[config.mk]
export PLATFORM = sky130hd
export DESIGN_NAME = alu_exec_sequencer
export DESIGN_NICKNAME = d
export VERILOG_FILES = /design/src/rtl/alu_pkg.sv /design/src/rtl/alu_instr_decode.sv /design/src/rtl/alu_exec_sequencer.sv
export SDC_FILE = /design/constraint.sdc
export NUM_CORES = 1
export LEC_CHECK = 0
export ABC_AREA = 1
export BUFFER_PORTS_ARGS = -buffer_cell sky130_fd_sc_hd__buf_2
export CAP_MARGIN = 10
export CORE_MARGIN = 2
export CORE_UTILIZATION = 35
export DETAILED_ROUTE_END_ITERATION = 7
export SETUP_SLACK_MARGIN = 0.2
export SYNTH_ARGS = -nofsm -noshare
export SYNTH_HDL_FRONTEND = slang
export SYNTH_SLANG_ARGS = --single-unit
[constraint.sdc]
create_clock -name clk -period 1.7 [get_ports clk]
set_input_delay 0.255 -clock clk [delete_from_list [all_inputs] [get_ports clk]]
set_output_delay 0.255 -clock clk [all_outputs]
set_load 0.05 [all_outputs]
[src/rtl/alu_pkg.sv]
// Shared encodings for the execute sequencer: RV32 opcode/funct fields,
// ALU operation select, and sequencer state codes.
package alu_pkg;

  localparam logic [6:0] OPC_RTYPE = 7'b0110011;
  localparam logic [6:0] OPC_ITYPE = 7'b0010011;

  localparam logic [2:0] F3_ADD  = 3'b000;
  localparam logic [2:0] F3_SLL  = 3'b001;
  localparam logic [2:0] F3_SLT  = 3'b010;
  localparam logic [2:0] F3_SLTU = 3'b011;
  localparam logic [2:0] F3_XOR  = 3'b100;
  localparam logic [2:0] F3_SR   = 3'b101;
  localparam logic [2:0] F3_OR   = 3'b110;
  localparam logic [2:0] F3_AND  = 3'b111;

  localparam logic [6:0] F7_BASE = 7'h00;
  localparam logic [6:0] F7_ALT  = 7'h20;
  localparam logic [6:0] F7_MUL  = 7'h01;

  typedef enum logic [3:0] {
    ALU_ADD  = 4'd0,
    ALU_SUB  = 4'd1,
    ALU_MUL  = 4'd2,
    ALU_AND  = 4'd3,
    ALU_OR   = 4'd4,
    ALU_XOR  = 4'd5,
    ALU_SLT  = 4'd6,
    ALU_SLTU = 4'd7,
    ALU_SLL  = 4'd8,
    ALU_SRL  = 4'd9,
    ALU_SRA  = 4'd10
  } alu_op_t;

  // State codes kept as plain constants so existing tools/scripts that
  // print raw state values keep working.
  typedef logic [2:0] seq_state_t;
  localparam seq_state_t S_IDLE = 3'd0;
  localparam seq_state_t S_RS1  = 3'd1;
  localparam seq_state_t S_RS2  = 3'd2;
  localparam seq_state_t S_EXEC = 3'd3;
  localparam seq_state_t S_WB   = 3'd4;
  localparam seq_state_t S_ERR  = 3'd5;

endpackage

[src/rtl/alu_instr_decode.sv]
// Combinational decode of one RV32 R-/I-type integer instruction into ALU
// op, register indices, operand-B immediate and an illegal flag.
module alu_instr_decode
  import alu_pkg::*;
#(
  parameter int XLEN = 16
) (
  input  logic [31:0]     instr,
  output alu_op_t         alu_op,
  output logic            is_rtype,
  output logic [4:0]      rs1,
  output logic [4:0]      rs2,
  output logic [4:0]      rd,
  output logic [XLEN-1:0] imm_sext,
  output logic            illegal
);

  logic [6:0] opcode;
  logic [2:0] f3;
  logic [6:0] f7;

  assign opcode   = instr[6:0];
  assign f3       = instr[14:12];
  assign f7       = instr[31:25];
  assign rs1      = instr[19:15];
  assign rs2      = instr[24:20];
  assign rd       = instr[11:7];
  assign is_rtype = (opcode == OPC_RTYPE);

  // Map opcode/funct fields to an ALU op; anything unrecognised is illegal.
  always_comb begin
    // NOTE: every output gets a default first so no path leaves it unassigned (no latch).
    alu_op   = ALU_ADD;
    illegal  = 1'b0;
    imm_sext = XLEN'(signed'(instr[31:20]));
    case (opcode)
      OPC_RTYPE: begin
        case ({f7, f3})
          {F7_BASE, F3_ADD}:  alu_op = ALU_ADD;
          {F7_ALT,  F3_ADD}:  alu_op = ALU_SUB;
          {F7_MUL,  F3_ADD}:  alu_op = ALU_MUL;
          {F7_BASE, F3_AND}:  alu_op = ALU_AND;
          {F7_BASE, F3_OR}:   alu_op = ALU_OR;
          {F7_BASE, F3_XOR}:  alu_op = ALU_XOR;
          {F7_BASE, F3_SLT}:  alu_op = ALU_SLT;
          {F7_BASE, F3_SLTU}: alu_op = ALU_SLTU;
          {F7_BASE, F3_SLL}:  alu_op = ALU_SLL;
          {F7_BASE, F3_SR}:   alu_op = ALU_SRL;
          {F7_ALT,  F3_SR}:   alu_op = ALU_SRA;
          default:            illegal = 1'b1;
        endcase
      end
      OPC_ITYPE: begin
        case (f3)
          F3_ADD:  alu_op = ALU_ADD;
          F3_AND:  alu_op = ALU_AND;
          F3_OR:   alu_op = ALU_OR;
          F3_XOR:  alu_op = ALU_XOR;
          F3_SLT:  alu_op = ALU_SLT;
          F3_SLTU: alu_op = ALU_SLTU;
          F3_SLL: begin
            // Shift-immediates carry the shamt in imm[4:0]; imm[11:5] acts as f7.
            imm_sext = XLEN'(instr[24:20]);
            if (f7 == F7_BASE) alu_op = ALU_SLL;
            else               illegal = 1'b1;
          end
          F3_SR: begin
            imm_sext = XLEN'(instr[24:20]);
            if      (f7 == F7_BASE) alu_op = ALU_SRL;
            else if (f7 == F7_ALT)  alu_op = ALU_SRA;
            else                    illegal = 1'b1;
          end
          default: illegal = 1'b1;
        endcase
      end
      default: illegal = 1'b1;
    endcase
  end

endmodule

[src/rtl/alu_exec_sequencer.sv]
// Multi-cycle execute controller: accepts one instruction, reads rs1/rs2
// through a single synchronous RF port, drives the external ALU with operand
// values and writes the result back. One instruction in flight.
module alu_exec_sequencer
  import alu_pkg::*;
#(
  parameter  int XLEN  = 16,
  parameter  int NREGS = 32,
  localparam int AW    = $clog2(NREGS)
) (
  input  logic            clk,
  input  logic            rst_n,
  input  logic            instr_valid,
  output logic            instr_ready,
  input  logic [31:0]     instr,
  output logic [AW-1:0]   rf_raddr,
  input  logic [XLEN-1:0] rf_rdata,
  output logic            rf_we,
  output logic [AW-1:0]   rf_waddr,
  output logic [XLEN-1:0] rf_wdata,
  output logic [XLEN-1:0] alu_a,
  output logic [XLEN-1:0] alu_b,
  output logic [3:0]      alu_op,
  input  logic [XLEN-1:0] alu_result,
  output logic            busy,
  output logic            done,
  output logic            illegal
);

  seq_state_t      state;
  logic [31:0]     instr_q;
  logic [XLEN-1:0] op_a;
  logic [XLEN-1:0] result;

  logic [31:0]     dec_instr;
  alu_op_t         dec_op;
  logic            dec_is_rtype;
  logic [4:0]      dec_rs1, dec_rs2, dec_rd;
  logic [XLEN-1:0] dec_imm;
  logic            dec_illegal;
  logic [XLEN-1:0] b_val;

  // In IDLE the live instruction is decoded so the accept edge can branch to
  // ERR; afterwards the latched copy drives every field.
  assign dec_instr = (state == S_IDLE) ? instr : instr_q;

  alu_instr_decode #(.XLEN(XLEN)) u_decode (
    .instr    (dec_instr),
    .alu_op   (dec_op),
    .is_rtype (dec_is_rtype),
    .rs1      (dec_rs1),
    .rs2      (dec_rs2),
    .rd       (dec_rd),
    .imm_sext (dec_imm),
    .illegal  (dec_illegal)
  );

  // rs2 data arrives in EXEC, the same cycle the ALU consumes it, so operand B
  // is taken live from the RF port (or the immediate) rather than registered.
  assign b_val = dec_is_rtype ? rf_rdata : dec_imm;

  // FSM and datapath registers; reset drops any in-flight instruction.
  always_ff @(posedge clk or negedge rst_n) begin
    if (!rst_n) begin
      state   <= S_IDLE;
      instr_q <= '0;
      op_a    <= '0;
      result  <= '0;
    end else begin
      // NOTE: non-blocking assignments so every register samples pre-edge values.
      case (state)
        S_IDLE: begin
          if (instr_valid) begin
            instr_q <= instr;
            state   <= dec_illegal ? S_ERR : S_RS1;
          end
        end
        S_RS1:  state <= S_RS2;
        S_RS2: begin
          op_a  <= rf_rdata;
          state <= S_EXEC;
        end
        S_EXEC: begin
          result <= alu_result;
          state  <= S_WB;
        end
        S_WB:    state <= S_IDLE;
        S_ERR:   state <= S_IDLE;
        default: state <= S_IDLE;
      endcase
    end
  end

  // State-decoded outputs; everything idles at zero outside its own state.
  always_comb begin
    instr_ready = (state == S_IDLE);
    busy        = (state != S_IDLE);
    rf_raddr    = '0;
    alu_a       = '0;
    alu_b       = '0;
    alu_op      = '0;
    rf_we       = 1'b0;
    rf_waddr    = '0;
    rf_wdata    = '0;
    done        = 1'b0;
    illegal     = 1'b0;
    case (state)
      S_RS1: rf_raddr = AW'(dec_rs1);
      S_RS2: rf_raddr = dec_is_rtype ? AW'(dec_rs2) : '0;
      S_EXEC: begin
        alu_a  = op_a;
        alu_b  = b_val;
        alu_op = dec_op;
      end
      S_WB: begin
        done     = 1'b1;
        rf_we    = (dec_rd != 5'd0);
        rf_waddr = AW'(dec_rd);
        rf_wdata = result;
      end
      S_ERR: begin
        done    = 1'b1;
        illegal = 1'b1;
      end
      default: ;
    endcase
  end

endmodule

### After elaboration in Yosys (flattened, before gate mapping)

Index checks and enable logic that the tools add are counted.
W data, S select, Z words.

| storage, ports and cells | value |
|---|---|
| bits in registers | 67 |

| operators by class | value |
|---|---|
| equal/unequal tests | 26 |
| muxes and demuxes | 29 |
| reduce and logical (&&, ||, !) cells | 10 |

Operators with widths:

| cell | number |
|---|---|
| $mux W16 | 6 |
| $eq A10 B3 Y1 const B | 4 |
| $pmux W4 S10 | 1 |
| $mux W32 | 1 |
| $pmux W4 S8 | 1 |
| $eq A10 B2 Y1 const B | 2 |
| $eq A10 B9 Y1 const B | 2 |
| $eq A3 B3 Y1 const B | 6 |
| $mux W4 | 4 |
| $eq A7 B6 Y1 const B | 2 |
| $eq A3 B2 Y1 const B | 4 |
| $pmux W3 S4 | 1 |
| $reduce_or A11 Y1 | 1 |
| $eq A10 B1 Y1 const B | 1 |
| $eq A10 B4 Y1 const B | 1 |
| $logic_not A10 Y1 | 1 |
| $mux W5 | 2 |
| $pmux W5 S2 | 1 |
| $pmux W4 S2 | 1 |
| $eq A7 B5 Y1 const B | 1 |
| $logic_not A7 Y1 | 1 |
| $mux W1 | 7 |
| $eq A3 B1 Y1 const B | 2 |
| $logic_not A3 Y1 | 2 |
| other kinds (7) | 10 |

### Depth between registers and ports, before layout

| logic depth | value |
|---|---|
| word-level depth | 10 |
| gate-level depth with buffers | 14 |
| mapped depth without buffers | 14 |

### Hierarchy

Synthesis repeated with hierarchy kept, for this count alone.

| second synthesis, totals | value |
|---|---|
| cells, all modules | 719 |
| area, all modules | 4513.1 um2 |

Modules (own cells, without submodules):

| module | instances | area an instance (um2) | seq. area each (um2) | cells each |
|---|---|---|---|---|
| alu_exec_sequencer | 1 | 3844.9 | 1676.6 | 582 |
| alu_instr_decode | 1 | 668.1 | 0.0 | 137 |

### Worst setup path before layout

No wires, ideal clock.

| timing | value |
|---|---|
| path type | reg2out |
| start | register state[0] |
| end | output alu_b[10] |
| stages on the path, launching flop included | 10 |
| data required time | 1.445 ns |
| data arrival time | 2.509 ns |
| setup slack | -1.064 ns |
| cell sequence | dfrtp_1 nor2_4 nand2_4 buf_4 o21ai_1 inv_1 nand2_2 inv_1 buf_2 a211oi_1 |

| between the ends | value |
|---|---|
| word-level cells in the longest chain between the ends | 8 |

RTL lines:

| what | RTL line | RTL |
|---|---|---|
| start, declared | alu_exec_sequencer.sv:30 | `seq_state_t state;` |
| start signal, assigned | alu_exec_sequencer.sv:75 | `state <= dec_illegal ? S_ERR : S_RS1;` |
| $logic_not A3 Y1 | alu_exec_sequencer.sv:45 | `assign dec_instr = (state == S_IDLE) ? instr : instr_q;` |
| $mux W32 | alu_exec_sequencer.sv:45 |  |
| $eq A3 B1 Y1 or $eq A3 B3 Y1 (tied branches) | alu_instr_decode.sv:54 | `case (f3)` |
| $reduce_or A2 Y1 (no source line) | -- |  |
| $mux W16 | alu_instr_decode.sv:54 |  |
| $mux W16 | alu_instr_decode.sv:36 | `case (opcode)` |
| $mux W16 | alu_exec_sequencer.sv:60 | `assign b_val = dec_is_rtype ? rf_rdata : dec_imm;` |
| $mux W16 * | alu_exec_sequencer.sv:107 | `case (state)` |
| end, declared | alu_exec_sequencer.sv:22 | `output logic [XLEN-1:0] alu_b,` |

Mark *: on every way between the ends. The rest lies on a longest branch, timed or not.

### Final worst setup path

| timing | value |
|---|---|
| start | register state[0] |
| end | output alu_op[0] |

| between the ends | value |
|---|---|
| word-level cells in the longest chain between the ends | 7 |

RTL lines:

| what | RTL line | RTL |
|---|---|---|
| $logic_not A3 Y1 | alu_exec_sequencer.sv:45 |  |
| $mux W32 | alu_exec_sequencer.sv:45 |  |
| $logic_not A7 Y1 | alu_instr_decode.sv:69 | `if (f7 == F7_BASE) alu_op = ALU_SRL;` |
| $mux W4 | alu_instr_decode.sv:69 |  |
| $pmux W4 S8 | alu_instr_decode.sv:54 |  |
| $pmux W4 S2 | alu_instr_decode.sv:36 |  |
| $mux W4 * | alu_exec_sequencer.sv:107 |  |
| end, declared | alu_exec_sequencer.sv:23 | `output logic [3:0] alu_op,` |

Marks and branches as above.

==> impl_metrics.yaml <==
route:
  drt_wl_total_mm: 14.18
  wl_per_cell_um: 15.55
  drc: 0
  first_pass_iters: 4
  ant_nets: 0
  viasPerCell: 4.907
  dr.first_iter.drc_count: 217
  num_vias: 4475
worst_setup_path:
  slowest_delay_ps: 410
  startpoint: "state[0]$_DFFE_PN0P_"
  endpoint_kind: "output pin"
  crit_path_top_delay_cell: "dfrtp_1"
  critical_path_arrival_ps: 2390
  worstSetupStartpointType: "flip-flop"
  r2r_start: "state[0]$_DFFE_PN0P_"
  cp_max_fo: 8
  crit_buf_inv: 4
  cp_top_family: "simple AND/OR/NAND/NOR gates"
  path_class: "reg2out"
  reg2reg_depth: 15
  crit_required_ps: 1440
  cp.depth: 13
  cp_cell_sequence: "nor2_4 -> buf_6 -> buf_12 -> nand3_2 -> nand2_2 -> nand2_4 -> nor2_8 -> nand4_1 -> buf_4 -> nand3_1 -> nand3_2 -> a21oi_4 -> buf_6"
clock_tree:
  cts_made_buffers: 9
  cts_tree: "built"
  clkSinkCount: 67
  clockBufferDepth: 2
  clock_latency_ps: 340
  clk_pin_slew_ps: 60
  clockRootBuffer: "clkbuf_16"
  htree_levels: 3
pwr:
  power.density_nw_per_um2: 1915
  total_leakage_power_nw: 3.587
  peakVddDrop_mv: 1.184
  p_total_mw: 14.46
hold_path:
  min_from: "alu_result[7]"
  min_path_cells: 3
  hold_class: "in2reg"
floorplan:
  die_area_um2: 12380
  fp.dieW_um: 111.3
  initial_utilization_pct: 35.58
  rows: 39
  core_area_um2: 11320
  pin_count: 134
  dieHeight_um: 111.3
timing:
  fmax_mhz: 377.8
  timing.final.crit_share_pct: 155.7
  setup_ws_ps: -946.7
  drv_slew: 0
  setup_viol: 98
  fin_setup_tns_ps: -37960
  finClkSkew_ps: 5.360
  period_minus_slack_ps: 2647
  rsz0062_at_grt: "true"
  hold_viol: 0
  worstMarginPinSlew_ps: 526.7
  slew_headroom_pct: 64.43
yosys:
  syn_nets: 615
  synth-seq-cells: 67
  syn_area_um2: 4028
  synth_top_area_share_pct: 41.63
  synth_largest_area_cell: "dfrtp_1"
  ys_async_sr_fraction_pct: 100.0
  seq_area_frac_synth_pct: 41.63
  synth_top_cells_by_count: "112 x nand2_1, 85 x inv_1, 67 x dfrtp_1, 67 x nor2_1, 48 x o21ai_0"
  synth_flop_cell: "dfrtp_1"
  yosysWarnings: 0
  syn_inst: 548
  postSynthAreaPerCell_um2: 7.350
  synth_edf_count: 0
  ys_top_cells_by_area: "dfrtp_1 42%, nand2_1 10%, inv_1 7.9%, nor2_1 6.2%, o21ai_0 6.0%"
  post-synth-top-count-cell: "nand2_1"
  yosysUniqueCellTypes: 33
grt:
  grt_max_degree: 68
  gr-total-overflow: 0
  first_global_vias: 4621
  antenna_found_initial: 0
  globalRouteTotalUtil_pct: 23.06
  grt_pass1_wl_mm: 22.80
layout:
  num_antenna_cells: 0
  synthToLayoutAreaGrowth_pct: 87.48
  nets: 832
  drive_gt1_share_pct: 52.80
  fillerInstances: 887
  post-route-cell-area_um2: 7551
  final_util_pct: 66.70
placed_design:
  postPlaceCellArea_um2: 6038
  portBuffers: 133
  gp_congestion: 0.9503
  dp_hpwl_mm: 9.047
run_status:
  violations: "negative setup slack"
  status: "finished, violations left"
flow_run:
  maxCapViolCount: 0
[sequential cells by signal, indices dropped and copies added, names as in the netlist]
| signal | flops |
|---|---|
| op_a | 16 |
| instr_q | 32 |
| state | 3 |
| result | 16 |
[metal layers]
metal | GRT usage (%) | routed length, µm | part of all wire [%] | vias to the layer above
li1 | - | - | - | 2175
met1 | 28.02 | 5797 | 41 | 2170
met2 | 39.27 | 7416 | 52 | 103
met3 | 4.702 | 629 | 4.4 | 27
met4 | 10.62 | 340 | 2.4 | 0
met5 | 0 | 0 | 0 | -
[metrics by stage]
stage | worst slack (ps) | std cells | hold slack [ps]
floorplan | -414.9 | 548 | -40.59
global placement | -613.3 | 865 | 305.5
detailed placement | -665.6 | 865 | 312.3
CTS | -896.6 | 903 | 114.2
global route | -1060 | 912 | 132.5
finish | -946.7 | 912 | 119.8
[worst min-delay path: cells and delay by family]
family                 cells  cell delay (ps)
and+or+nand+nor            1               40
buffers and inverters      1               70
AOI/OAI and AO/OA          1               50
[cell usage in the layout (no fill, tap or decap), drive strengths merged]
master / Yosys / routed
nor3: 2 / 2
clkinv: 0 / 1
dfrtp: 67 / 67
o21bai: 1 / 1
inv: 91 / 91
a211oi: 6 / 6
dlygate4sd3: 0 / 1
bufbuf: 0 / 1
a31oi: 6 / 6
o21ai: 51 / 51
nand3: 33 / 33
o22ai: 5 / 5
mux2: 14 / 14
buf: 15 / 225
a31o: 1 / 1
nand2: 129 / 131
nor2: 74 / 75
o41ai: 2 / 2
nand4: 6 / 6
o211ai: 2 / 2
clkinvlp: 0 / 1
nand3b: 2 / 2
clkbuf: 13 / 17
a21oi: 28 / 28
[cell type report]
class / instances / area [µm²] / area share [%]
Clock buffer: 13 / 250.2 / 3.314
Sequential cell: 67 / 1677 / 22.20
Inverter: 91 / 361.6 / 4.789
Clock inverter: 2 / 12.51 / 0.1657
Tap cell: 143 / 178.9 / 2.370
Multi-Input combinational cell: 365 / 2805 / 37.15
Timing Repair Buffer: 231 / 2266 / 30.01
[cell families (layout without fill, tap and decap cells)]
group,count (synthesis),after routing,synth area share [%]
compound gates,102,102,13.95
simple gates,246,249,27.77
buf+inv,119,337,12.74
mux,14,14,3.914
flops,67,67,41.63
[what timing repair did]
item / 4_1_cts / 5_1_grt
cloned: 6 / 4
gates resized for setup: 211 / 44
hold buffers: 1 / 0
buffers inserted: 16 / 5
setup endpoints to repair: 116 / 132
hold endpoints to repair: 67 / 0
pin swaps: 16 / 7
[path summary, 6_finish.rpt]
kind | endpoint | slack (ps)
max in group asynchronous | op_a[2]$_DFFE_PN0N_ | 940
worst min register to register | op_a[10]$_DFFE_PN0N_ | 490
min in group asynchronous | result[14]$_DFFE_PN0P_ | 460
worst max register to register | state[2]$_DFFE_PN0P_ | -480
worst min-delay path | result[7]$_DFFE_PN0P_ | 120
worst max-delay path | alu_op[0] | -950
[power breakdown]
part	internal, mW	total, mW	switching [mW]
clock	1.02	1.73	0.716
sequential	2.39	2.80	0.414
combinational	4.11	9.93	5.81
Note: power is estimated with default switching activity, not from simulation.
